[src/rtl/parking_gate_arbiter.sv]
// parking_gate_arbiter: shares one barrier gate between entry and exit requests,
// owns the occupancy count, and aborts a grant if no car passes in time.
// Optional build macro PARK_RR_EN: round-robin tie-break between entry and exit
// (default build uses fixed exit priority and has no last-grant register).
//
// state      | meaning
// -----------+---------------------------------------------------------
// ST_IDLE    | gate closed, arbitrating pending/new requests
// ST_GRANT_IN| gate open for entry, waiting for S or timeout
// ST_GRANT_OUT| gate open for exit, waiting for R or timeout
// ST_CLOSE   | gate held closed for CLOSE_CYC cycles after a grant
module parking_gate_arbiter #(
  parameter int unsigned CAPACITY  = 7,
  parameter int unsigned CNT_W     = 3,
  parameter logic [23:0] TIMEOUT   = 24'd12_000_000,
  parameter logic [15:0] CLOSE_CYC = 16'd1200
) (
  input  logic             CLK,
  input  logic             RST_N,
  input  logic             req_in,
  input  logic             req_out,
  input  logic             S,
  input  logic             R,
  output logic             gate_open,
  output logic             grant_in,
  output logic             grant_out,
  output logic [CNT_W-1:0] count,
  output logic             full,
  output logic             empty,
  output logic             reject,
  output logic             timeout
);

  typedef enum logic [1:0] {ST_IDLE, ST_GRANT_IN, ST_GRANT_OUT, ST_CLOSE} state_t;

  localparam logic [CNT_W-1:0] CAP_C   = CNT_W'(CAPACITY);
  localparam logic [23:0]      TO_LAST = TIMEOUT - 24'd1;
  localparam logic [23:0]      CL_LAST = {8'd0, CLOSE_CYC - 16'd1};

  state_t           state_q, state_d;
  logic [23:0]      timer_q, timer_d;
  logic [CNT_W-1:0] count_q, count_d;
  logic             pend_in_q, pend_in_d;
  logic             pend_out_q, pend_out_d;
  logic             reject_q, reject_d;
  logic             timeout_q, timeout_d;
  logic             gate_open_q, gate_open_d;
  logic             grant_in_q, grant_in_d;
  logic             grant_out_q, grant_out_d;
  logic             eff_in, eff_out, ok_in, ok_out, pick_in, pick_out;
`ifdef PARK_RR_EN
  logic             last_out_q, last_out_d;
`endif

  assign gate_open = gate_open_q;
  assign grant_in  = grant_in_q;
  assign grant_out = grant_out_q;
  assign count     = count_q;
  assign reject    = reject_q;
  assign timeout   = timeout_q;
  assign full      = (count_q == CAP_C);
  assign empty     = (count_q == '0);

  // State register and all registered outputs; reset closes the gate at once.
  always_ff @(posedge CLK or negedge RST_N) begin
    if (!RST_N) begin
      state_q     <= ST_IDLE;
      timer_q     <= '0;
      count_q     <= '0;
      pend_in_q   <= 1'b0;
      pend_out_q  <= 1'b0;
      reject_q    <= 1'b0;
      timeout_q   <= 1'b0;
      gate_open_q <= 1'b0;
      grant_in_q  <= 1'b0;
      grant_out_q <= 1'b0;
`ifdef PARK_RR_EN
      last_out_q  <= 1'b0;
`endif
    end else begin
      state_q     <= state_d;
      timer_q     <= timer_d;
      count_q     <= count_d;
      pend_in_q   <= pend_in_d;
      pend_out_q  <= pend_out_d;
      reject_q    <= reject_d;
      timeout_q   <= timeout_d;
      gate_open_q <= gate_open_d;
      grant_in_q  <= grant_in_d;
      grant_out_q <= grant_out_d;
`ifdef PARK_RR_EN
      last_out_q  <= last_out_d;
`endif
    end
  end

  // Next-state logic: arbitration, pass/timeout handling, count update.
  always_comb begin
    state_d    = state_q;
    timer_d    = timer_q + 24'd1;
    count_d    = count_q;
    pend_in_d  = pend_in_q | req_in;
    pend_out_d = pend_out_q | req_out;
    reject_d   = 1'b0;
    timeout_d  = 1'b0;
    eff_in     = 1'b0;
    eff_out    = 1'b0;
    ok_in      = 1'b0;
    ok_out     = 1'b0;
    pick_in    = 1'b0;
    pick_out   = 1'b0;
`ifdef PARK_RR_EN
    last_out_d = last_out_q;
`endif
    case (state_q)
      ST_IDLE: begin
        timer_d = '0;
        eff_in  = pend_in_q | req_in;
        eff_out = pend_out_q | req_out;
        ok_in   = eff_in & ~full;
        ok_out  = eff_out & ~empty;
        // A refused side is dropped without blocking the other side.
        if (eff_out && empty) begin
          reject_d   = 1'b1;
          pend_out_d = 1'b0;
        end
        if (eff_in && full) begin
          reject_d  = 1'b1;
          pend_in_d = 1'b0;
        end
`ifdef PARK_RR_EN
        pick_out = ok_out & (~ok_in | ~last_out_q);
`else
        pick_out = ok_out;
`endif
        pick_in = ok_in & ~pick_out;
        if (pick_out) begin
          state_d    = ST_GRANT_OUT;
          pend_out_d = 1'b0;
`ifdef PARK_RR_EN
          last_out_d = 1'b1;
`endif
        end else if (pick_in) begin
          state_d   = ST_GRANT_IN;
          pend_in_d = 1'b0;
`ifdef PARK_RR_EN
          last_out_d = 1'b0;
`endif
        end
      end
      ST_GRANT_IN: begin
        // A pass on the terminal-count cycle beats the timeout.
        if (S) begin
          if (count_q != CAP_C) count_d = count_q + CNT_W'(1);
          state_d = ST_CLOSE;
          timer_d = '0;
        end else if (timer_q == TO_LAST) begin
          timeout_d = 1'b1;
          state_d   = ST_CLOSE;
          timer_d   = '0;
        end
      end
      ST_GRANT_OUT: begin
        if (R) begin
          if (count_q != '0) count_d = count_q - CNT_W'(1);
          state_d = ST_CLOSE;
          timer_d = '0;
        end else if (timer_q == TO_LAST) begin
          timeout_d = 1'b1;
          state_d   = ST_CLOSE;
          timer_d   = '0;
        end
      end
      ST_CLOSE: begin
        if (timer_q == CL_LAST) begin
          state_d = ST_IDLE;
          timer_d = '0;
        end
      end
      default: state_d = ST_IDLE;
    endcase
  end

  // Output decode from the next state so gate/grant flops track the state register.
  always_comb begin
    gate_open_d = 1'b0;
    grant_in_d  = 1'b0;
    grant_out_d = 1'b0;
    if (state_d == ST_GRANT_IN) begin
      gate_open_d = 1'b1;
      grant_in_d  = 1'b1;
    end else if (state_d == ST_GRANT_OUT) begin
      gate_open_d = 1'b1;
      grant_out_d = 1'b1;
    end
  end

endmodule

[config.mk]
export PLATFORM = sky130hd
export DESIGN_NAME = parking_gate_arbiter
export DESIGN_NICKNAME = d
export VERILOG_FILES = /design/src/rtl/parking_gate_arbiter.sv
export SDC_FILE = /design/constraint.sdc
export NUM_CORES = 1
export LEC_CHECK = 0
export ABC_AREA = 1
export CORE_UTILIZATION = 49
export CTS_BUF_LIST = sky130_fd_sc_hd__clkbuf_4 sky130_fd_sc_hd__clkbuf_8
export DETAILED_ROUTE_END_ITERATION = 7
export PLACE_DENSITY = 0.69
export SYNTH_ARGS = -nofsm -noshare
export SYNTH_HDL_FRONTEND = slang
export SYNTH_SLANG_ARGS = --single-unit
[constraint.sdc]
create_clock -name CLK -period 2.4 [get_ports CLK]
set_input_delay 0.24 -clock CLK [delete_from_list [all_inputs] [get_ports CLK]]
set_output_delay 0.24 -clock CLK [all_outputs]
set_load 0.005 [all_outputs]
## After elaboration in Yosys (flattened, before gate mapping)

Index checks and enable logic that the tools add are counted.

| word-level totals | value |
|---|---|
| bits in registers | 36 |
| output and inout bits | 10 |
| input port bits | 6 |
| logic and storage cells | 76 |

| operators by class | value |
|---|---|
| add/sub/neg operators | 3 |
| multiplexer cells | 35 |
| reduce and logical (&&, ||, !) cells | 7 |
| equality and inequality tests | 13 |
| bitwise gates (word level) | 8 |

Operator list:

| cell | number |
|---|---|
| two-way mux 24 bit | 4 |
| one-hot mux 24 bit (4 select lines) | 1 |
| adder 24 x 1 -> 24 bit, second input constant | 1 |
| == test 24 x 11 -> 1 bit, second input constant | 1 |
| == test 24 bit, second input constant | 1 |
| two-way mux 1 bit | 17 |
| two-way mux 2 bit | 6 |
| two-way mux 3 bit | 4 |
| inequality test 2 bit, second input constant | 4 |
| one-hot mux 2 bit (4 select lines) | 1 |
| == test 2 bit, second input constant | 3 |
| one-hot mux 3 bit (2 select lines) | 1 |
| AND reduction 5 bit | 1 |
| == test 2 x 1 -> 1 bit, second input constant | 2 |
| adder 3 x 1 -> 3 bit, second input constant | 1 |
| AND 1 bit | 3 |
| == test 3 bit, second input constant | 1 |
| zero test 3 bit | 1 |
| inequality test 3 bit, second input constant | 1 |
| inverter 1 bit | 3 |
| nonzero test 3 bit | 1 |
| subtractor 3 x 1 -> 3 bit, second input constant | 1 |
| logical AND 1 bit | 2 |
| zero test 2 bit | 1 |
| 3 further kinds | 4 |

## Logic depth before layout (Yosys ltp)

Gate-level depths: netlist of the first run.

| logic depth | value |
|---|---|
| depth after elaboration | 11 |
| depth in mapped cells | 12 |
| gate-level depth less buffers | 12 |

## Least setup slack after synthesis of the first run

OpenSTA, ideal clock, no wires.

| timing | value |
|---|---|
| path kind | flip-flop to flip-flop |
| start | register state_q[0] |
| end | register count_q[2] (netlist: count[2]) |
| slack | 672 ps |
| path buffers | 0 |
| data required time | 2320 ps |
| stages on the path, launching flop included | 8 |
| period minus slack after synthesis | 1728 ps |
| arrival | 1648 ps |
| setup time | 80 ps |
| cells stage by stage | dfrtp_1 > inv_1 > ha_1 > inv_1 > fa_1 > or2_2 > nand4_1 > xnor2_1 |

| on the way | value |
|---|---|
| word-level cells in the longest chain between the ends | 3 |
| elaborated cells on any way between the ends | 9 |
| those cells by class | eq/ne: 6; mux: 1; reduce/logical: 2 |

Ends and longest elaborated chain:

| element | line | text |
|---|---|---|
| start, declared | 40 | `state_t state_q, state_d;` |
| start signal, assigned | 81 | `state_q <= state_d;` |
| == test 2 bit / == test 2 x 1 -> 1 bit (equally long branches) | 115 | `case (state_q)` |
| inequality test 2 bit (no source line) / nonzero test 2 bit (equally long branches) | -- |  |
| AND reduction 5 bit (no source line) | -- |  |
| end signal, assigned | 83 | `count_q <= count_d;` |
| end, declared | 42 | `logic [CNT_W-1:0] count_q, count_d;` |

Several ways; a longest one is shown, not always the timed one.
A chain may end at the register's enable or synchronous reset.

## Final worst setup path of the first run

Same ends and word-level chain as after synthesis.

==> impl_metrics.env, run 1 <==
export IMPL_gp_congestion=0.834
export IMPL_setup_violations=0
export IMPL_ioPinCount=16
export IMPL_grt_max_degree=37
export IMPL_postCtsHoldBufs=0
export IMPL_cp_end_kind="register"
export IMPL_cts_setup_buffers=0
export IMPL_synth_top_cell_area_share_pct=42.7
export IMPL_num_fill_cells=376
export IMPL_core_sq_um=4060
export IMPL_chipWidth_um=67.6
export IMPL_clk_path_buf_depth=2
export IMPL_mappedNetlistNets=278
export IMPL_ys_top_cells_by_area="dfrtp_1, nor2_1, nand2_1"
export IMPL_die_h_um=67.6
export IMPL_layout_area_seq_sq_um=901
export IMPL_syn_instance_count=264
export IMPL_leakagePower_nw=1.13
export IMPL_insertion_delay_ps=290
export IMPL_drive_above_1_share_pct=10.9
export IMPL_fin_crit_sh_pct=79.7
export IMPL_skew_ps=3.28
export IMPL_finalHoldViolCount=0
export IMPL_clkSinkCount=36
export IMPL_grt_pass1_wl_mm=7.16
export IMPL_wl_mm=4.08
export IMPL_path_clk_slew_ps=80
export IMPL_slew_viol_final=0
export IMPL_synth_edf_count=0
export IMPL_post_dp_hpwl_mm=3.07
export IMPL_cp_max_fo=5
export IMPL_period_needed_ps=1910
export IMPL_fin_util_pct=58.8
export IMPL_cts_tree="done"
export IMPL_io_buffers=15
export IMPL_grt_setup_unrepaired="no"
export IMPL_antennaDiodeCount=0
export IMPL_drtIter0Drc=73
export IMPL_tns_ps=0
export IMPL_fmax_mhz=523
export IMPL_syn_area_sq_um=2110
export IMPL_root_buffer="clkbuf_8"
export IMPL_cap_violations=0
export IMPL_multi_input_area_sq_um=1050
export IMPL_worst_slew_pin_slew_ps=807
export IMPL_final_nets=297
export IMPL_synth_cell_types=28
export IMPL_grt_pass1_vias=1647
export IMPL_synth_seq_area_share_pct=42.7
export IMPL_h_tree_depth=2
export IMPL_placementRows=23
export IMPL_cp_arrival_ps=2130
export IMPL_synth_area_leader_cell="dfrtp_1"
export IMPL_dieArea_sq_um=4570
export IMPL_async_flop_share_pct=100
export IMPL_start_util_pct=52.0
export IMPL_drtAntennaViolNets=0
export IMPL_avgSynthCellArea_sq_um=7.99
export IMPL_crit_type="register to register"
export IMPL_via_per_inst=4.99
export IMPL_cts_resized=0
export IMPL_power_density_nw_per_um2=869
export IMPL_dr_pass1_iters=4
export IMPL_numCtsBuffers=5
export IMPL_track_usage_pct=21.4
export IMPL_yosysWarnings=0
export IMPL_maxSlewHeadroom_pct=46.2
export IMPL_overflow=0
export IMPL_ys_ff_latch=36
export IMPL_drc_errors=0
export IMPL_vias=1666
export IMPL_wire_per_inst_um=12.2
export IMPL_outcome="finished, final reports clean"
export IMPL_startpoint_type="register"
export IMPL_min_path_type="input port to async pin"
export IMPL_antenna_found_initial=0
export IMPL_synth_main_ff_cell="dfrtp_1"
export IMPL_required_ps=2610
export IMPL_area_delta_synth_final_pct=13.1
export IMPL_peakVddDrop_mv=0.656
## per-stage QoR
stage / power (mW) / hold slack, ps / area [sq um] / cells / worst slack, ps
after global routing: 2.25 / 98.9 / 2380 / 334 / 235
after detailed placement: 1.66 / 378 / 2290 / 326 / 497
after floorplan: 1.39 / -55.6 / 2110 / 264 / 672
after CTS: 2.11 / 50.9 / 2380 / 334 / 484
final: 2.07 / 29.1 / 2380 / 334 / 487
after global placement: 1.64 / 371 / 2290 / 326 / 562
## sequential cells by signal, summed over array words and instances (netlist names)
register and count:
reject 1, state_q 2, timer_q 24, grant_out 1, pend_out_q 1, timeout 1, count 3, gate_open 1
grant_in 1, pend_in_q 1
## routing by layer
layer  part of all wire [%]  GRT usage, %
met1                     46          25.6
met2                     48          35.6
met3                    3.9          5.07
met4                    2.5          10.6
met5                      0             0
## kinds of logic (layout without fill, tap and decap cells)
group / Yosys count / after routing / share of synthesized area (%)
xor+xnor: 21 / 21 / 8.72
fa+ha+maj: 8 / 8 / 5.10
buf+inv: 38 / 58 / 7.36
simple gates: 146 / 146 / 32.4
compound gates: 15 / 15 / 3.68
flops: 36 / 36 / 42.7
## cell usage after synthesis, types with 2 or more instances
cell type and count:
o21ai_0 5, xnor2_1 7, ha_1 7, nand3_2 2, nand3_1 10, o22ai_1 2
nand2_2 3, nor2_1 56, dfrtp_1 36, inv_2 4, nor3_1 4, inv_1 31
nand2_4 2, nand2_1 52, nor2_2 3, nor2_4 3, xor2_1 14, nand4_1 5
a21oi_1 8, or2_2 2
## worst paths after layout
path	startpoint	endpoint	slack, ps	cells after the start
max	state_q[0]	count[2]	490	7
min	RST_N	timer_q[10]	30	1
max reg2reg	state_q[0]	count[2]	490	7
min reg2reg	pend_out_q	pend_out_q	530	2
max in group asynchronous	RST_N	pend_in_q	1850	1
min in group CLK	pend_out_q	pend_out_q	530	2
## worst max-delay path: stages, from the launching register on
cell,delay [ps]
dfrtp_1,420
inv_1,140
ha_1,230
inv_1,120
fa_1,390
or2_2,300
nand4_1,110
xnor2_1,120
## layout make-up
cell class,instances,share of cell area [%]
flip-flops and latches,36,37.8
well taps,50,2.62
inverters,35,5.51
multi-input cells,190,44.1
clock buffers,5,2.89
repair buffers,15,6.09
clock inverters,3,0.997
## layout by cell type (no fill, tap or decap), types with 3 or more instances in the layout
cell	count
ha_1	7
xnor2_1	7
nor3_1	4
nand2_1	52
nor2_2	3
o21ai_0	5
nor2_4	3
dfrtp_1	36
inv_2	4
clkbuf_8	5
a21oi_1	8
xor2_1	14
nand3_1	10
inv_1	31
clkdlybuf4s50_1	14
nor2_1	56
nand2_2	3
nand4_1	5
## power by group
part | leakage, nW | total (mW) | internal, mW | switching [mW]
registers | 0.478 | 0.804 | 0.717 | 0.0867
logic | 0.613 | 0.832 | 0.334 | 0.499
clock network | 0.0404 | 0.436 | 0.205 | 0.231
(Power assumes the default switching activity.)
==> inputs of run 2 (changes only) <==
--- a/config.mk
+++ b/config.mk
@@ -9,7 +9,7 @@
 export CORE_UTILIZATION = 49
 export CTS_BUF_LIST = sky130_fd_sc_hd__clkbuf_4 sky130_fd_sc_hd__clkbuf_8
 export DETAILED_ROUTE_END_ITERATION = 7
-export PLACE_DENSITY = 0.69
+export PLACE_DENSITY = 0.71
 export SYNTH_ARGS = -nofsm -noshare
 export SYNTH_HDL_FRONTEND = slang
 export SYNTH_SLANG_ARGS = --single-unit
==> constraint.sdc (replaced) <==
create_clock -name CLK -period 1.7 [get_ports CLK]
set_input_delay 0.17 -clock CLK [delete_from_list [all_inputs] [get_ports CLK]]
set_output_delay 0.17 -clock CLK [all_outputs]
set_load 0.005 [all_outputs]
==> impl_metrics.env, run 2 (synthesis results as in run 1) <==
export IMPL_outcome="finished, final reports clean"
export IMPL_die_h_um=67.6
export IMPL_stdcell_area_sq_um=2730
export IMPL_layout_area_seq_sq_um=903
export IMPL_pre_cts_slack_ps=-25.2
export IMPL_insertion_delay_ps=290
export IMPL_fin_crit_sh_pct=97.9
export IMPL_ioPinCount=16
export IMPL_place_area_sq_um=2420
export IMPL_wl_mm=4.52
export IMPL_core_sq_um=4060
export IMPL_io_buffers=15
export IMPL_chipWidth_um=67.6
export IMPL_required_ps=1930
export IMPL_maxSlewHeadroom_pct=82.5
export IMPL_root_buffer="clkbuf_8"
export IMPL_crit_type="register to register"
export IMPL_worst_slew_pin_slew_ps=260
export IMPL_power_density_nw_per_um2=1260
export IMPL_cp_arrival_ps=1900
export IMPL_drtIter0Drc=101
export IMPL_start_util_pct=52.0
export IMPL_numCtsBuffers=5
export IMPL_gp_congestion=0.904
export IMPL_worst_path_buf_inv=1
export IMPL_dr_pass1_iters=4
export IMPL_final_cell_mix="nor2_1, nand2_1, dfrtp_1"
export IMPL_h_tree_depth=2
export IMPL_period_needed_ps=1660
export IMPL_cp_top_family="simple AND/OR/NAND/NOR gates"
export IMPL_cp_max_fo=3
export IMPL_final_nets=324
export IMPL_path_clk_slew_ps=70
export IMPL_fin_util_pct=67.2
export IMPL_dieArea_sq_um=4570
export IMPL_vias=1726
export IMPL_post_dp_hpwl_mm=3.07
export IMPL_antenna_found_initial=0
export IMPL_skew_ps=9.75
export IMPL_largest_reg_flops=24
export IMPL_cp_end_kind="register"
export IMPL_drtAntennaViolNets=0
export IMPL_setup_violations=0
export IMPL_placementRows=23
export IMPL_slew_viol_final=0
export IMPL_fin_ws_ps=35.9
export IMPL_area_delta_synth_final_pct=29.3
export IMPL_tns_ps=0
export IMPL_holdWs_ps=366
export IMPL_via_per_inst=4.79
export IMPL_worst_path_max_delay_cell="dfrtp_1"
export IMPL_track_usage_pct=21.4
export IMPL_leakagePower_nw=1.30
export IMPL_fmax_mhz=601
export IMPL_num_fill_cells=340
export IMPL_max_flop_register="timer_q"
export IMPL_min_path_type="input port to async pin"
export IMPL_multi_input_area_sq_um=1150
export IMPL_clkSinkCount=36
export IMPL_finalHoldViolCount=0
export IMPL_cpPeakStageDelay_ps=420
export IMPL_overflow=0
export IMPL_grt_pass1_wl_mm=7.16
export IMPL_drc_errors=0
export IMPL_antennaDiodeCount=0
export IMPL_grt_pass1_vias=1579
export IMPL_critical_path_cell_chain="ha_2 -> nand3_2 -> nor2_1 -> nand3_1 -> nand2_1 -> nand2_1 -> nand2_1 -> nand2_1 -> nand2_1 -> ha_1 -> inv_1"
export IMPL_mostFrequentLayoutCell="nor2_1"
export IMPL_wire_per_inst_um=12.6
export IMPL_cts_tree="done"
export IMPL_grt_max_degree=37
export IMPL_worst_path_most_repeated_cell="nand2_1"
export IMPL_drive_above_1_share_pct=24.2
export IMPL_peakVddDrop_mv=0.992
export IMPL_grt_setup_unrepaired="yes"
export IMPL_clk_path_buf_depth=2
export IMPL_cap_violations=0
export IMPL_r2r_slack_ps=40
export IMPL_startpoint_type="register"
run 2: worst register-to-register path: cells and delay by family, from the launching register on:
kind | cells | cell delay, ps
and+or+nand+nor | 8 | 690
adders and majority gates | 2 | 450
DFF | 1 | 420
buffers and inverters | 1 | 50
run 2: path summary, 6_finish.rpt:
check,from,end,depth (start not counted)
max,timer_q[1],gate_open,11
max reg2reg,timer_q[1],gate_open,11
min,RST_N,timer_q[3],3
min in group CLK,pend_out_q,pend_out_q,2
max in group asynchronous,RST_N,state_q[1],3
min reg2reg,pend_out_q,pend_out_q,2
run 2: final cells by class:
class                   instances  area share (%)
inverters                      35            4.82
flip-flops and latches         36            33.1
well taps                      50            2.30
clock buffers                   7            3.54
multi-input cells             190            42.3
repair buffers                 42            13.9
run 2: timing repair:
| item | 4_1_cts | 5_1_grt |
|---|---|---|
| pin swaps | 1 | 17 |
| hold buffers | 1 | 0 |
| endpoints found under the setup margin | 3 | 29 |
| resized for setup | 3 | 24 |
| buffers inserted | 5 | 9 |
| endpoints found under the hold margin | 36 | 0 |
run 2: routing by layer:
layer / vias up / GRT usage (%) / share of wire (%)
met3: 4 / 5.07 / 3.3
met2: 24 / 30.7 / 46
met1: 799 / 31.0 / 50
met4: 0 / 7.18 / 1.3
li1: 899 / - / -
met5: - / 0 / 0
run 2: stage by stage:
step / total power [mW] / cells
floorplan: 1.97 / 264
global placement: 2.54 / 339
detailed placement: 2.59 / 339
CTS: 3.34 / 352
global route: 3.74 / 360
finish: 3.45 / 360
run 2: report_power, final:
part	switching (mW)	leakage, nW	total, mW	internal, mW
registers	0.145	0.475	1.16	1.02
logic	0.843	0.777	1.63	0.786
clock network	0.294	0.0503	0.655	0.361
==> inputs of run 3 (changes only) <==
==> constraint.sdc (replaced) <==
create_clock -name CLK -period 1.7 [get_ports CLK]
set_input_delay 0.34 -clock CLK [delete_from_list [all_inputs] [get_ports CLK]]
set_output_delay 0.34 -clock CLK [all_outputs]
set_load 0.005 [all_outputs]
==> impl_metrics.env, run 3 (synthesis results as in run 1) <==
export IMPL_mostFrequentLayoutCell="nor2_1"
export IMPL_skew_ps=5.51
export IMPL_wl_mm=4.40
export IMPL_post_dp_hpwl_mm=3.15
export IMPL_chipWidth_um=67.6
export IMPL_cp_max_fo=4
export IMPL_core_sq_um=4060
export IMPL_h_tree_depth=2
export IMPL_clkSinkCount=36
export IMPL_final_cell_mix="nor2_1, nand2_1, dfrtp_1"
export IMPL_worst_r2r_path_depth=10
export IMPL_ioPinCount=16
export IMPL_via_per_inst=4.87
export IMPL_worst_slew_pin_slew_ps=464
export IMPL_startpoint_type="register"
export IMPL_finalHoldViolCount=0
export IMPL_wire_per_inst_um=12.2
export IMPL_grt_setup_unrepaired="yes"
export IMPL_placementRows=23
export IMPL_setup_violations=0
export IMPL_overflow=0
export IMPL_min_path_type="register to register"
export IMPL_internal_power_mw=2.31
export IMPL_maxSlewHeadroom_pct=69.1
export IMPL_grt_pass1_vias=1555
export IMPL_start_util_pct=52.0
export IMPL_pre_cts_slack_ps=-145
export IMPL_path_clk_slew_ps=70
export IMPL_area_delta_synth_final_pct=28.7
export IMPL_crit_type="register to register"
export IMPL_gp_congestion=0.906
export IMPL_cp_arrival_ps=1820
export IMPL_io_buffers=15
export IMPL_track_usage_pct=21.7
export IMPL_die_h_um=67.6
export IMPL_whs_path_depth=2
export IMPL_fin_cells=362
export IMPL_cp_end_kind="register"
export IMPL_fmax_mhz=616
export IMPL_drc_errors=0
export IMPL_drtIter0Drc=76
export IMPL_multi_input_area_sq_um=1120
export IMPL_cts_tree="done"
export IMPL_period_needed_ps=1620
export IMPL_grt_pass1_wl_mm=7.10
export IMPL_final_nets=325
export IMPL_cap_violations=0
export IMPL_slew_viol_final=0
export IMPL_antenna_found_initial=0
export IMPL_drtAntennaViolNets=0
export IMPL_power_density_nw_per_um2=1320
export IMPL_p_seq_share_pct=31.3
export IMPL_root_buffer="clkbuf_8"
export IMPL_layout_area_seq_sq_um=906
export IMPL_outcome="finished, final reports clean"
export IMPL_num_fill_cells=336
export IMPL_clk_path_buf_depth=2
export IMPL_largest_reg_flops=24
export IMPL_drive_above_1_share_pct=23.4
export IMPL_power_share_clock_pct=21.3
export IMPL_required_ps=1890
export IMPL_vias=1764
export IMPL_dieArea_sq_um=4570
export IMPL_switching_share_pct=35.7
export IMPL_numCtsBuffers=5
export IMPL_combPwrFrac_pct=47.5
export IMPL_dp_cells=343
export IMPL_peakVddDrop_mv=0.964
export IMPL_antennaDiodeCount=0
export IMPL_insertion_delay_ps=290
export IMPL_fin_ws_ps=75.6
export IMPL_leakagePower_nw=1.30
export IMPL_p_sw_mw=1.28
export IMPL_max_flop_register="timer_q"
export IMPL_dr_pass1_iters=4
export IMPL_fin_crit_sh_pct=95.6
export IMPL_grt_max_degree=25
[run 3: worst max-delay path, stage by stage (launching register included)]
cell and delay [ps]:
dfrtp_1 380, ha_2 230, nand3_4 90, nor2_4 150
nand3_2 100, nand2_1 70, a21oi_1 60, nand2_1 60
nand2_1 70, ha_1 280, inv_1 30
[run 3: per-layer routing]
layer	global-route usage, %	up-vias	share of wire [%]
met2	32.3	31	47
met5	0	-	0
met1	29.9	820	48
met3	4.05	8	4.1
met4	10.4	0	1.6
li1	-	905	-
[run 3: timing repair]
item / in CTS / in global routing
hold buffers: 1 / 0
setup buffers: 7 / 3
hold endpoints to repair: 10 / 0
endpoints found under the setup margin: 4 / 29
gates resized for setup: 10 / 16
pin swaps: 1 / 4
[run 3: path summary, 6_finish.rpt]
kind	startpoint	to	slack, ps
max	timer_q[0]	gate_open	80
max reg2reg	timer_q[0]	gate_open	80
min in group asynchronous	RST_N	timer_q[6]	530
min reg2reg	pend_out_q	pend_out_q	510
min	pend_out_q	pend_out_q	510
max in group asynchronous	RST_N	timer_q[12]	700
[run 3: cell type report]
class	count	area share, %
Tap cell	50	2.31
Clock inverter	2	1.29
Inverter	35	4.84
Timing Repair Buffer	43	14.2
Multi-Input combinational cell	190	41.2
Clock buffer	6	2.81
Sequential cell	36	33.4
[run 3: through the flow]
step | power [mW] | cell area [sq um] | utilization [%] | hold slack [ps] | setup TNS (ps)
CTS | 3.51 | 2640 | 65.1 | 516 | 0
finish | 3.60 | 2710 | 66.9 | 515 | 0
global placement | 2.55 | 2450 | 60.3 | 305 | -152
detailed placement | 2.60 | 2450 | 60.3 | 320 | -176
floorplan | 1.97 | 2110 | - | 44.4 | 0
global route | 3.84 | 2710 | 66.9 | 557 | -41.3
[run 3: power groups by stage]
stage          Sequential [mW]  Combinational, mW  Clock [mW]
3_3_place_gp              1.12               1.43           0
5_1_grt                   1.14               1.89       0.812
2_1_floorplan             1.14              0.834           0
6_report                  1.12               1.71       0.764
3_5_place_dp              1.13               1.47           0
4_1_cts                   1.11               1.61       0.783
==> edit 1 (config.mk and constraints of run 3) <==
Make the reset (`RST_N`) synchronous in one clocked block.
--- a/src/rtl/parking_gate_arbiter.sv
+++ b/src/rtl/parking_gate_arbiter.sv
@@ -62,7 +62,7 @@
   assign empty     = (count_q == '0);
 
   // State register and all registered outputs; reset closes the gate at once.
-  always_ff @(posedge CLK or negedge RST_N) begin
+  always_ff @(posedge CLK) begin
     if (!RST_N) begin
       state_q     <= ST_IDLE;
       timer_q     <= '0;
Formal check against the unedited RTL: differs if RST_N is asserted again (counterexample within 4 cycles, from zero or initial values and one cycle with RST_N low); with RST_N held inactive, the same outputs for 10 cycles.
==> edit 1 against run 3 <==
  * Via count up 9.2%
  * Combinational power fell by 19%
  * Power decreased by 16%
  * Synthesized area down 3.9%
  * Final area is 1.3% higher
  * Core utilization up 2.4 points
  * Hold slack improved by 21 ps
  * Worst setup slack worse by 24 ps
  * Routed wire length increased by 12%
  * Clock power decreased by 22%
  * Sequential cell count unchanged
  * Critical path depth fell by 1
  * Largest cell class unchanged
  * Highest routed layer unchanged
==> edit 1: results <==
{
  "status": "completed",
  "timing.hold.ws_ps": 535,
  "wl_per_cell_um": 12.8,
  "r2r_setup_slack_ps": 50,
  "global_route.usage.met3_pct": 4.14,
  "synth_xor_area_share_pct": 7.35,
  "final_nets": 350,
  "first_global_vias": 1767,
  "syn_nets": 298,
  "syn_inst": 282,
  "ctsResizeCount": 16,
  "synthAdderAreaFrac_pct": 6.55,
  "place.gp.congestion": 0.826,
  "ys_async_sr_fraction_pct": 0,
  "arrival_ps": 1840,
  "met2_usage_pct": 40.7,
  "power.leakage_nw": 1.12,
  "dp.cells": 368,
  "met2WireLength_um": 2570,
  "dpl.hpwl_um": 3290,
  "synth_compound_area_share_pct": 5.13,
  "wl_met3_um": 190,
  "worstMarginPinSlew_ps": 312,
  "track_usage_pct": 22.9,
  "placed_area_sq_um": 2390,
  "rr_worst_depth": 9,
  "first_iter_violations": 119,
  "yosys-top-cells-area": "dfxtp_1 (36%), nor2_1 (11%), nand2_1 (8.5%)",
  "via_per_inst": 5.02,
  "period_needed_ps": 1650,
  "grt_pass1_wl_um": 7520,
  "rr_startpoint": "count[2]"
}
[edit 1: changes by cell type after synthesis, sizes merged, moves of 2 or more]
cell	run 3	this run
dfrtp	36	0
dfxtp	0	36
nand3	12	22
nand2	57	49
nor2	63	70
nor3	5	10
ha	7	9
inv	35	37
o21bai	0	2
xnor2	7	5
xor2	14	12
[edit 1: worst max-delay path by stage]
stage | from | to
6_report | count[2] | gate_open
5_1_grt | timer_q[8] | gate_open
4_1_cts | timer_q[0] | gate_open
3_5_place_dp | req_in | gate_open
3_3_place_gp | req_in | gate_open
2_1_floorplan | timer_q[0] | gate_open
[edit 1: logic make-up after synthesis]
group | after synthesis
buffers and inverters | 41
AOI/OAI and AO/OA | 18
and+or+nand+nor | 160
xor gates and xnor gates | 17
DFF | 36
adders and majority gates | 10
[edit 1: cell type report]
type	count	area, sq um
multi-input cells	205	1300
fillers	327	1220
flip-flops and latches	36	762
repair buffers	49	409
inverters	37	139
clock buffers	6	76.3
well taps	50	62.6
clock inverters	1	5.00
==> edit 2 (flow settings as in run 3) <==
Made on the original files. The parameter `TIMEOUT` goes from 24'd12_000_000 to 24'd9000000.
--- a/src/rtl/parking_gate_arbiter.sv
+++ b/src/rtl/parking_gate_arbiter.sv
@@ -12,7 +12,7 @@
 module parking_gate_arbiter #(
   parameter int unsigned CAPACITY  = 7,
   parameter int unsigned CNT_W     = 3,
-  parameter logic [23:0] TIMEOUT   = 24'd12_000_000,
+  parameter logic [23:0] TIMEOUT   = 24'd9000000,
   parameter logic [15:0] CLOSE_CYC = 16'd1200
 ) (
   input  logic             CLK,
Behaviour: no difference found for any inputs over 10 cycles, from zero or initial values and one cycle with RST_N low; that may be too few to reach the edited logic, so the function may still have changed.
==> edit 2 against run 3 <==
  * Synthesized area barely moved
  * Routed wire length rose by 1.9%
  * Highest routed layer unchanged
  * Largest power group unchanged
  * Clock power fell by 0.8%
  * Cell count rose by 0.55%
  * Global-route usage rose by 0.11 points
  * Maximum frequency fell by 2.5%
  * Sequential cell count did not move
  * Worst setup slack got worse by 42 ps
  * Power rose by 6.2%
  * Final area rose by 2.5%
  * Clock skew barely moved
==> edit 2: results <==
{
  "synth_compound_area_share_pct": 4.57,
  "buffers": 49,
  "first_global_vias": 1727,
  "instances_no_fill": 364,
  "ir_worst_vdd_uv": 846,
  "track_usage_pct": 21.8,
  "clock_buffers": 5,
  "drive_gt1_share_pct": 32.2,
  "crit_start": "count[0]",
  "wl_per_cell_um": 12.3,
  "num-fill-cells": 322,
  "ys_seq_area_share_pct": 42.7,
  "yosysUniqueCellTypes": 31,
  "holdCritPathClass": "in -> async",
  "cpMaxStageDelayCell": "clkdlybuf4s50_1",
  "post_cts_buffers": 5,
  "clock_area_share_pct": 4.00,
  "slew_headroom_pct": 69.8,
  "clk_pin_slew_ps": 80,
  "syn_avg_cell_area_sq_um": 8.11,
  "status": "completed",
  "via_per_inst": 4.88,
  "dpl.hpwl_um": 3190,
  "grt_pass1_wl_um": 7330,
  "place.gp.congestion": 0.915,
  "register_area_sq_um": 905,
  "clock_skew_ps": 5.45,
  "num-multi-input-gates": 186,
  "multi_input_area_share_pct": 42.1,
  "first_iter_violations": 78,
  "power.leakage_nw": 1.31,
  "synthAdderAreaFrac_pct": 5.10,
  "yosys-top-cells-area": "dfrtp_1 (43%), nand2_1 (8.5%), nor2_1 (8.2%)",
  "dp.cells": 347,
  "cpPeakStageDelay_ps": 490,
  "buffer_area_share_pct": 14.4,
  "synth_xor_area_share_pct": 7.06,
  "grt_max_degree": 37,
  "syn_nets": 274,
  "ys_top_cells_by_count": "nand2_1 (48), nor2_1 (46), dfrtp_1 (36), inv_1 (34)",
  "critPathMaxFanout": 3
}
-- edit 2: final timing paths --
kind	endpoint	slack, ps	depth (start not counted)
min	timer_q[5]	80	2
max in group asynchronous	count[1]	1270	2
min in group CLK	timer_q[0]	500	1
max reg2reg	count[2]	50	7
min reg2reg	timer_q[0]	500	1
max	count[0]	30	2
-- edit 2: layer usage --
layer | routed length (um) | GRT usage, %
met5 | 0 | 0
met3 | 116 | 4.90
met4 | 68 | 7.71
met2 | 2230 | 37.0
met1 | 2070 | 26.8
-- edit 2: metrics by stage --
stage	cell area, sq um	setup WS [ps]
6_report	2780	33.9
5_1_grt	2780	-63.9
4_1_cts	2670	2.21
3_5_place_dp	2500	-124
3_3_place_gp	2500	-104
2_1_floorplan	2130	13.1
-- edit 2: critical path, delay by kind of cell (launching register included) --
kind                   cells  cell delay [ps]
buffers and inverters      2              630
DFF                        1              410
-- edit 2: where the power goes --
part	internal, mW	switching (mW)	total [mW]
registers	1.02	0.123	1.14
clock network	0.434	0.324	0.758
logic	0.956	0.963	1.92
